==> src/rtl/gain_ramp_pkg.sv <==
// Shared definitions for the gain ramp controller and the volume controller it drives.
package gain_ramp_pkg;

  // Defaults shared with the volume controller instantiation (GAIN_WIDTH == its SWITCH_WIDTH).
  localparam int GAIN_WIDTH_DEF      = 16;
  localparam int STEP_DEF            = 256;
  localparam int FRAMES_PER_STEP_DEF = 4;

  typedef enum logic [1:0] {
    IDLE      = 2'd0,
    RAMP_UP   = 2'd1,
    RAMP_DOWN = 2'd2,
    MUTED     = 2'd3
  } ramp_state_e;

  // Direction decision from the gain/target comparison; re-evaluated every clock.
  function automatic ramp_state_e next_state(input logic below, input logic above,
                                             input logic tgt_zero, input logic mute_s);
    ramp_state_e ns;
    if (below)                    ns = RAMP_UP;
    else if (above)               ns = RAMP_DOWN;
    else if (tgt_zero && mute_s)  ns = MUTED;
    else                          ns = IDLE;
    return ns;
  endfunction

endpackage

==> src/rtl/frame_step_divider.sv <==
// Frame-tick divider: one step pulse every FRAMES_PER_STEP completed stereo frames.
// Held at zero while the ramp is parked so a new ramp always starts with a full step period.
module frame_step_divider #(
  parameter int FRAMES_PER_STEP = 4
) (
  input  logic clk,
  input  logic rst,
  input  logic frame_tick,
  input  logic hold,
  output logic step
);

  localparam int CW = (FRAMES_PER_STEP > 1) ? $clog2(FRAMES_PER_STEP) : 1;
  localparam logic [CW-1:0] LAST = CW'(FRAMES_PER_STEP - 1);

  logic [CW-1:0] div_q;
  logic [CW-1:0] div_d;

  assign step = frame_tick & ~hold & (div_q == LAST);

  // Next count: cleared while held, wraps on the step, otherwise advances per frame.
  always_comb begin
    div_d = div_q;
    if (hold)            div_d = '0;
    else if (step)       div_d = '0;
    else if (frame_tick) div_d = div_q + 1'b1;
  end

  // Count register.
  always_ff @(posedge clk or posedge rst) begin
    if (rst) div_q <= '0;
    else     div_q <= div_d;
  end

endmodule

==> src/rtl/axis_gain_ramp_controller.sv <==
// Gain ramp controller: walks the volume controller's gain word toward the requested target
// in frame-aligned steps, with a soft mute that ramps to zero before reporting muted.
//
//   state     | meaning
//   IDLE      | gain_out equals target, not muted
//   RAMP_UP   | stepping gain_out up toward target
//   RAMP_DOWN | stepping gain_out down toward target
//   MUTED     | mute request completed, gain_out held at 0
module axis_gain_ramp_controller
  import gain_ramp_pkg::*;
#(
  parameter int GAIN_WIDTH      = GAIN_WIDTH_DEF,
  parameter int STEP            = STEP_DEF,
  parameter int FRAMES_PER_STEP = FRAMES_PER_STEP_DEF
) (
  input  logic                  clk,
  input  logic                  rst,
  input  logic [GAIN_WIDTH-1:0] target_gain,
  input  logic                  mute_req,
  input  logic                  frame_valid,
  input  logic                  frame_ready,
  input  logic                  frame_last,
  output logic [GAIN_WIDTH-1:0] gain_out,
  output logic                  ramp_busy,
  output logic                  muted
);

  localparam logic [GAIN_WIDTH:0]   STEP_W = (GAIN_WIDTH + 1)'(STEP);
  localparam logic [GAIN_WIDTH-1:0] STEP_N = GAIN_WIDTH'(STEP);

  logic [GAIN_WIDTH-1:0] tgt_meta_q, tgt_sync_q;
  logic                  mute_meta_q, mute_sync_q;
  logic [GAIN_WIDTH-1:0] gain_q, gain_d;
  ramp_state_e           state_q, state_d;
  logic                  ramp_busy_q, muted_q;

  logic [GAIN_WIDTH-1:0] tgt;
  logic [GAIN_WIDTH:0]   gain_ext, tgt_ext, up_sum, down_floor;
  logic [GAIN_WIDTH-1:0] up_val, down_val;
  logic                  gain_lt, gain_gt;
  logic                  frame_tick, hold, step;

  // Two-flop synchronisers for the switch-driven target and mute request.
  always_ff @(posedge clk or posedge rst) begin
    if (rst) begin
      tgt_meta_q  <= '0;
      tgt_sync_q  <= '0;
      mute_meta_q <= 1'b0;
      mute_sync_q <= 1'b0;
    end else begin
      tgt_meta_q  <= target_gain;
      tgt_sync_q  <= tgt_meta_q;
      mute_meta_q <= mute_req;
      mute_sync_q <= mute_meta_q;
    end
  end

  assign tgt        = mute_sync_q ? '0 : tgt_sync_q;
  assign frame_tick = frame_valid & frame_ready & frame_last;
  assign hold       = (state_q == IDLE) || (state_q == MUTED);

  frame_step_divider #(
    .FRAMES_PER_STEP(FRAMES_PER_STEP)
  ) u_divider (
    .clk        (clk),
    .rst        (rst),
    .frame_tick (frame_tick),
    .hold       (hold),
    .step       (step)
  );

  // Saturating step arithmetic in one extra bit so neither end of the code range wraps.
  assign gain_ext   = {1'b0, gain_q};
  assign tgt_ext    = {1'b0, tgt};
  assign up_sum     = gain_ext + STEP_W;
  assign down_floor = tgt_ext + STEP_W;
  assign up_val     = (up_sum >= tgt_ext) ? tgt : up_sum[GAIN_WIDTH-1:0];
  assign down_val   = (gain_ext >= down_floor) ? (gain_q - STEP_N) : tgt;
  assign gain_lt    = gain_q < tgt;
  assign gain_gt    = gain_q > tgt;

  assign state_d = next_state(gain_lt, gain_gt, (tgt == '0), mute_sync_q);

  // Gain only moves on a step and only in the direction the current state and target agree on,
  // so a target that crosses gain_out flips the state without a spurious update.
  always_comb begin
    gain_d = gain_q;
    if (step && (state_q == RAMP_UP) && gain_lt)        gain_d = up_val;
    else if (step && (state_q == RAMP_DOWN) && gain_gt) gain_d = down_val;
  end

  // FSM with registered gain and status outputs.
  always_ff @(posedge clk or posedge rst) begin
    if (rst) begin
      state_q     <= MUTED;
      gain_q      <= '0;
      ramp_busy_q <= 1'b0;
      muted_q     <= 1'b1;
    end else begin
      state_q     <= state_d;
      gain_q      <= gain_d;
      ramp_busy_q <= (state_d == RAMP_UP) || (state_d == RAMP_DOWN);
      muted_q     <= (state_d == MUTED);
    end
  end

  assign gain_out  = gain_q;
  assign ramp_busy = ramp_busy_q;
  assign muted     = muted_q;

endmodule

==> config.mk <==
export PLATFORM = sky130hd
export DESIGN_NAME = axis_gain_ramp_controller
export DESIGN_NICKNAME = d
export VERILOG_FILES = /design/src/rtl/gain_ramp_pkg.sv /design/src/rtl/frame_step_divider.sv /design/src/rtl/axis_gain_ramp_controller.sv
export SDC_FILE = /design/constraint.sdc
export NUM_CORES = 1
export LEC_CHECK = 0
export ABC_AREA = 0
export CORE_MARGIN = 2
export CORE_UTILIZATION = 50
export CTS_CLUSTER_DIAMETER = 120
export CTS_CLUSTER_SIZE = 10
export DETAILED_ROUTE_END_ITERATION = 12
export GPL_TIMING_DRIVEN = 0
export PLACE_DENSITY = 0.73
export SETUP_SLACK_MARGIN = 0.15
export SLEW_MARGIN = 30
export SYNTH_ARGS = -nofsm -noshare
export SYNTH_HDL_FRONTEND = slang
export SYNTH_SLANG_ARGS = --single-unit
==> constraint.sdc <==
create_clock -name clk -period 4.05 [get_ports clk]
set_clock_uncertainty 0.05 [all_clocks]
set_input_delay 0.6075 -clock clk [delete_from_list [all_inputs] [get_ports clk]]
set_output_delay 0.6075 -clock clk [all_outputs]
set_load 0.01 [all_outputs]
==> impl_metrics.py, run 1 <==
metrics = {
    "final_layout": {
        "diodes": 0,
        "drive_gt1_frac": 0.0958,
        "final_nets": 414,
        "fillers": 545,
        "multiInputGateArea_um2": 1720,
        "area_growth_syn_to_layout_pct": 19.9,
        "design_area_um2": 3880,
        "post-route-util": 0.615,
        "regArea_um2": 1410,
    },
    "placement": {
        "io_buffers": 39,
        "gp_congestion": 0.882,
        "pre_cts_ws_ns": -0.0552,
        "dpl.hpwl_um": 5190,
        "placed_area_um2": 3750,
    },
    "drt": {
        "drtIter0Drc": 202,
        "antenna_left": 0,
        "first_pass_iters": 4,
        "wl_per_cell_um": 16.1,
        "vias": 2403,
        "detail_route.drc_violations": 0,
        "vias_per_cell": 5.56,
        "wl_um": 6950,
    },
    "flow_run": {
        "cap_violations": 0,
    },
    "synth": {
        "synth.distinct_cells": 47,
        "synth_fp_nets": 364,
        "synth_warnings": 0,
        "synth-edff-count": 0,
        "synth_flop_cell": "dfrtp_1",
        "netlist_instances": 304,
        "synth.ff_latch_count": 56,
        "syn_area_um2": 3240,
        "synth_area_per_cell_um2": 10.7,
        "async_flop_share": 1.00,
        "ys_seq_area_frac": 0.434,
    },
    "sta": {
        "whs_ns": 0.301,
        "grt_setup_unrepaired": "no",
        "setup_tns_ns": 0,
        "relSlewSlack": 0.666,
        "min_period_over_period": 0.926,
        "period_needed_ns": 3.75,
        "slew_violations": 0,
        "tightest_slew_ns": 0.498,
        "setup_viol": 0,
        "layout_setup_ws_ns": 0.301,
        "final_hold_viol_count": 0,
        "max_freq_ghz": 0.267,
    },
    "global_routing": {
        "grt_pass1_vias": 2361,
        "antenna_found_initial": 0,
        "grt_pass1_wl_um": 11500,
        "grtUsageTotal": 0.205,
        "grt-ovfl-total": 0,
        "grt_max_degree": 33,
    },
    "setup_path": {
        "ff2ff_setup_slack_ns": 0.30,
        "crit_path_frequent_cell": "o211ai_1",
        "endpoint_kind": "register",
        "crit_path_top_delay_cell": "dfrtp_1",
        "cp_top_family": "compound AO/OA/AOI/OAI gates",
        "cp.required_ns": 4.20,
        "critical_path_buf_inv_count": 2,
        "start_kind": "register",
        "r2r_start": "mute_sync_q",
        "max_stage_delay_ns": 0.40,
        "path_max_fanout": 10,
        "worstSetupPathType": "reg2reg",
        "path_cells": "buf_2 > nor2b_2 > nand3_1 > nor2_2 > mux2_2 > ha_1 > a21oi_1 > o211ai_1 > o211ai_1 > o211ai_1 > nand2_2 > a22o_1 > buf_6 > mux2_4",
        "worst_ep_arrival_time_ns": 3.90,
        "r2r_end": "gain_out[0]",
        "worstRegToRegCells": 14,
    },
    "cts": {
        "numClockSinks": 56,
        "hold_buffers": 0,
        "htreeDepth": 2,
        "clk-insertion-delay-late_ns": 0.32,
        "path_clk_slew_ns": 0.11,
        "cts_tree": "built",
        "cts_buffers": 5,
        "clockBufferDepth": 2,
        "clockRootBuffer": "clkbuf_8",
    },
    "pwr": {
        "p_per_area_nw_per_um2": 564,
        "leakage_nw": 1.78,
        "ir_worst_vdd_uv": 318,
    },
    "worst_hold_path": {
        "hold_depth": 0,
        "worst_hold_path.endpoint": "tgt_sync_q[11]",
        "hold_start": "tgt_meta_q[11]",
        "hold_path_class": "reg2reg",
    },
    "outcome": {
        "run_status": "finished clean",
    },
    "floorplanning": {
        "start_util": 0.513,
        "io-pin-count": 40,
        "rows": 29,
        "die_w_um": 84.5,
        "die_area_um2": 7140,
        "die_y_um": 84.5,
        "coreArea_um2": 6310,
    },
}
per-layer routing:
layer	GRT usage	vias to the layer above	share of wire
met1	0.273	1130	0.45
li1	-	1192	-
met2	0.330	65	0.48
met5	0	-	0
met3	0.0423	16	0.043
met4	0.0779	0	0.024
kinds of logic after synthesis:
group	after synthesis	share of synthesized area
xor gates and xnor gates	12	0.0324
muxes	25	0.0796
buffers and inverters	33	0.0436
AOI/OAI and AO/OA	49	0.110
and+or+nand+nor	90	0.150
DFF	56	0.434
adders and majority gates	39	0.150
registers in the layout, summed over array words and instances, names as in the netlist:
register	flops
state_q	2
mute_meta_q	1
muted	1
tgt_sync_q	16
tgt_meta_q	16
ramp_busy	1
gain_out	16
mute_sync_q	1
u_divider.div_q	2
cell usage in the layout, fill, tap and decap left out, drive strengths merged, types with 2 or more instances in the layout:
| master | synthesis | routed |
|---|---|---|
| clkbuf | 5 | 11 |
| and4 | 5 | 5 |
| a21o | 2 | 2 |
| nor2b | 8 | 8 |
| a211oi | 9 | 9 |
| and3 | 7 | 7 |
| dfstp | 3 | 3 |
| buf | 4 | 8 |
| or3 | 4 | 4 |
| nor3 | 6 | 6 |
| clkdlybuf4s50 | 0 | 39 |
| nor2 | 12 | 12 |
| mux2i | 22 | 22 |
| nand2 | 18 | 18 |
| ha | 38 | 38 |
| a21oi | 10 | 10 |
| o211ai | 3 | 3 |
| mux2 | 3 | 3 |
| a221oi | 8 | 8 |
| nand3 | 16 | 16 |
| dfrtp | 53 | 53 |
| o21ai | 7 | 7 |
| nand4 | 2 | 2 |
| xnor2 | 11 | 11 |
| nand2b | 9 | 9 |
| inv | 24 | 25 |
worst register-to-register path, delay by kind of cell (launching register included):
family / cells / cell delay [ns]
AND/OR/NAND/NOR: 4 / 0.85
flip-flops: 1 / 0.40
AO/OA/AOI/OAI: 5 / 0.97
multiplexers: 2 / 0.68
adder cells (fa/ha/maj): 1 / 0.31
buffers and inverters: 2 / 0.37
how the worst max path moves through the flow:
stage                  endpoint  slack, ns  depth (start not counted)   startpoint
floorplan           gain_out[0]       0.72                         14  mute_sync_q
global placement    gain_out[0]       0.04                         14  mute_sync_q
detailed placement  gain_out[0]      -0.06                         14  mute_sync_q
CTS                 gain_out[0]       0.21                         14  mute_sync_q
global route        gain_out[9]       0.18                         13  mute_sync_q
finish              gain_out[0]       0.30                         14  mute_sync_q
cell usage after synthesis (all sizes together) (2+ instances only):
cell,count,area share
nand2,18,0.022
a21oi,10,0.015
nor2b,8,0.015
a211oi,9,0.022
o21ai,7,0.011
clkbuf,5,0.0058
dfrtp,53,0.41
xnor2,11,0.030
ha,38,0.15
nor3,6,0.011
mux2i,22,0.068
nand4,2,0.0039
and3,7,0.014
nor2,12,0.014
buf,4,0.010
and4,5,0.014
dfstp,3,0.024
or3,4,0.0077
nand3,16,0.025
o211ai,3,0.0070
nand2b,9,0.017
a21o,2,0.0046
mux2,3,0.012
a221oi,8,0.022
inv,24,0.028
report_power, final:
part	internal (mW)	leakage [nW]	switching, mW
Combinational	0.520	1.08	0.620
Sequential	0.643	0.650	0.0985
Clock	0.124	0.0456	0.188
repair_timing:
item / 4_1_cts / 5_1_grt
setup endpoints to repair: 13 / 16
pin swaps: 1 / 1
hold endpoints to repair: 0 / 0
buffers inserted: 1 / 2
resized for setup: 3 / 4
stage by stage:
stage | total power, mW | instances
4_1_cts | 2.18 | 430
3_3_place_gp | 1.79 | 420
6_report | 2.19 | 432
5_1_grt | 2.37 | 432
3_5_place_dp | 1.83 | 421
2_1_floorplan | 1.50 | 304
layout make-up:
cell class                      count  area share
Buffer                              9      0.0135
Clock buffer                        6      0.0187
Clock inverter                      2     0.00354
Inverter                           24      0.0238
Multi-Input combinational cell    215       0.443
Sequential cell                    56       0.362
Tap cell                           77      0.0248
Timing Repair Buffer               43       0.111
No activity file was read; power rests on OpenSTA's default activity.
==> run 2, diff against run 1 <==
--- a/config.mk
+++ b/config.mk
@@ -8,7 +8,6 @@
 export ABC_AREA = 0
 export CORE_MARGIN = 2
 export CORE_UTILIZATION = 50
-export CTS_CLUSTER_DIAMETER = 120
 export CTS_CLUSTER_SIZE = 10
 export DETAILED_ROUTE_END_ITERATION = 12
 export GPL_TIMING_DRIVEN = 0
==> results of run 2 <==
Same layout as run 1: the final DEF is identical, and so are final timing and power.
==> run 3, diff against run 2 <==
--- a/config.mk
+++ b/config.mk
@@ -6,6 +6,7 @@
 export NUM_CORES = 1
 export LEC_CHECK = 0
 export ABC_AREA = 0
+export CORE_ASPECT_RATIO = 0.6
 export CORE_MARGIN = 2
 export CORE_UTILIZATION = 50
 export CTS_CLUSTER_SIZE = 10
==> run 3 against run 2 <==
Net effect:
- final cell count up 1.6%
- worst setup slack worse by 0.052 ns
- critical path depth unchanged
- utilization up 2.0 points
- first-iteration DRC count up 8.9%
- sequential share of layout area down 0.46 points
- combinational power up 4%
- sequential power about the same
==> impl_metrics.py, run 3 (synthesis results as in run 1) <==
metrics = {
    "cts": {
        "clockBufferDepth": 2,
        "path_clk_slew_ns": 0.11,
        "htreeDepth": 2,
        "hold_buffers": 0,
        "clk-insertion-delay-late_ns": 0.31,
        "clockRootBuffer": "clkbuf_8",
        "numClockSinks": 56,
        "cts_tree": "built",
        "cts_buffers": 5,
    },
    "setup_path": {
        "crit_path_top_delay_cell": "dfrtp_1",
        "crit_path_frequent_cell": "o211ai_1",
        "max_stage_delay_ns": 0.38,
        "start_kind": "register",
        "critical_path_buf_inv_count": 2,
        "worst_ep_arrival_time_ns": 3.96,
        "r2r_start": "mute_sync_q",
        "ff2ff_setup_slack_ns": 0.25,
        "endpoint_kind": "register",
        "path_cells": "buf_2 > nor2b_2 > nand3_1 > nor2_2 > mux2_2 > ha_1 > a21oi_1 > o211ai_1 > o211ai_1 > o211ai_1 > nand2_2 > buf_12 > mux2_2 > a221oi_1",
        "cp.required_ns": 4.21,
        "worstSetupPathType": "reg2reg",
        "cp-startpoint": "mute_sync_q",
        "path_max_fanout": 10,
        "cp_top_family": "compound AO/OA/AOI/OAI gates",
    },
    "floorplanning": {
        "coreArea_um2": 6190,
        "start_util": 0.523,
        "rows": 22,
        "die_area_um2": 7160,
        "die_w_um": 108,
        "io-pin-count": 40,
        "die_y_um": 66.3,
    },
    "final_layout": {
        "final_cells": 439,
        "final_cell_mix": "dfrtp_1, clkdlybuf4s50_1, ha_1",
        "area_growth_syn_to_layout_pct": 21.5,
        "design_area_um2": 3940,
        "final_nets": 414,
        "drive_gt1_frac": 0.0986,
        "post-route-util": 0.635,
        "diodes": 0,
        "mostFrequentLayoutCell": "dfrtp_1",
    },
    "sta": {
        "max_freq_ghz": 0.263,
        "min_period_over_period": 0.939,
        "slew_violations": 0,
        "setup_viol": 0,
        "tightest_slew_ns": 0.582,
        "grt_setup_unrepaired": "yes",
        "period_needed_ns": 3.80,
        "final_hold_viol_count": 0,
        "layout_setup_ws_ns": 0.248,
        "relSlewSlack": 0.612,
    },
    "placement": {
        "dpl.hpwl_um": 5490,
        "gp_congestion": 0.931,
        "pre_cts_ws_ns": -0.0307,
        "placed_area_um2": 3760,
        "io_buffers": 39,
        "dp.cells": 428,
    },
    "pwr": {
        "clockPowerShare": 0.165,
        "p_int_mw": 1.36,
        "combinationalPowerShare": 0.513,
        "p_per_area_nw_per_um2": 585,
        "p_sw_mw": 0.942,
        "power_mw": 2.30,
        "leakage_nw": 1.80,
        "swShare": 0.409,
        "sequentialPowerShare": 0.323,
        "ir_worst_vdd_uv": 285,
    },
    "outcome": {
        "run_status": "finished clean",
    },
    "global_routing": {
        "grt_max_degree": 43,
        "grt-ovfl-total": 0,
        "antenna_found_initial": 0,
        "grt_pass1_wl_um": 12000,
        "grt_pass1_vias": 2345,
        "grtUsageTotal": 0.225,
    },
    "worst_hold_path": {
        "hold_start": "tgt_meta_q[1]",
        "hold_path_class": "reg2reg",
    },
    "drt": {
        "wl_per_cell_um": 16.6,
        "drtIter0Drc": 220,
        "vias": 2426,
        "first_pass_iters": 4,
        "detail_route.drc_violations": 0,
        "antenna_left": 0,
        "vias_per_cell": 5.53,
        "wl_um": 7300,
    },
    "flow_run": {
        "cap_violations": 0,
    },
}
==> run 3: cell types whose count changed in the layout (fill, tap and decap cells not counted) <==
cell and change:
buf_4 -1, inv_6 -1, inv_8 +1, buf_12 +1
clkbuf_1 -1, bufinv_16 +1
==> run 3: final timing paths <==
kind / endpoint / cells past startpoint
min in group asynchronous: tgt_meta_q[2] / 2
hold reg to reg: tgt_sync_q[1] / 0
setup / recovery: gain_out[9] / 14
hold / removal: tgt_sync_q[1] / 0
setup reg to reg: gain_out[9] / 14
max in group asynchronous: state_q[0] / 3
==> run 3: final cells by class <==
| cell class | count | area, um2 |
|---|---|---|
| Clock inverter | 3 | 46.3 |
| Buffer | 9 | 52.6 |
| Clock buffer | 5 | 68.8 |
| Multi-Input combinational cell | 215 | 1720 |
| Tap cell | 84 | 105 |
| Inverter | 24 | 92.6 |
| Timing Repair Buffer | 43 | 445 |
| Fill cell | 483 | 2260 |
| Sequential cell | 56 | 1410 |
==> run 3: per-stage QoR <==
| stage | setup TNS, ns | hold slack [ns] |
|---|---|---|
| floorplan | 0 | 0.281 |
| global placement | -0.0383 | 0.284 |
| detailed placement | -0.0307 | 0.285 |
| CTS | 0 | 0.302 |
| global route | 0 | 0.316 |
| finish | 0 | 0.299 |
==> run 3: power groups by stage <==
stage / registers, mW / logic, mW / clock network (mW)
after detailed placement: 0.752 / 1.08 / 0
after global placement: 0.750 / 1.06 / 0
final: 0.744 / 1.18 / 0.379
after global routing: 0.753 / 1.31 / 0.420
after floorplan: 0.741 / 0.755 / 0
after CTS: 0.742 / 1.14 / 0.388
==> run 3: timing repair <==
item / 4_1_cts / 5_1_grt
buffers inserted: 3 / 0
endpoints found under the setup margin: 10 / 16
pin swaps: 2 / 0
gates resized for setup: 0 / 7
==> run 3: metal layers <==
metal | part of all wire | track usage | vias up
met2 | 0.40 | 0.306 | 90
met3 | 0.092 | 0.0709 | 4
met5 | 0 | 0 | -
li1 | - | - | 1190
met4 | 0.0034 | 0.0513 | 0
met1 | 0.50 | 0.345 | 1142
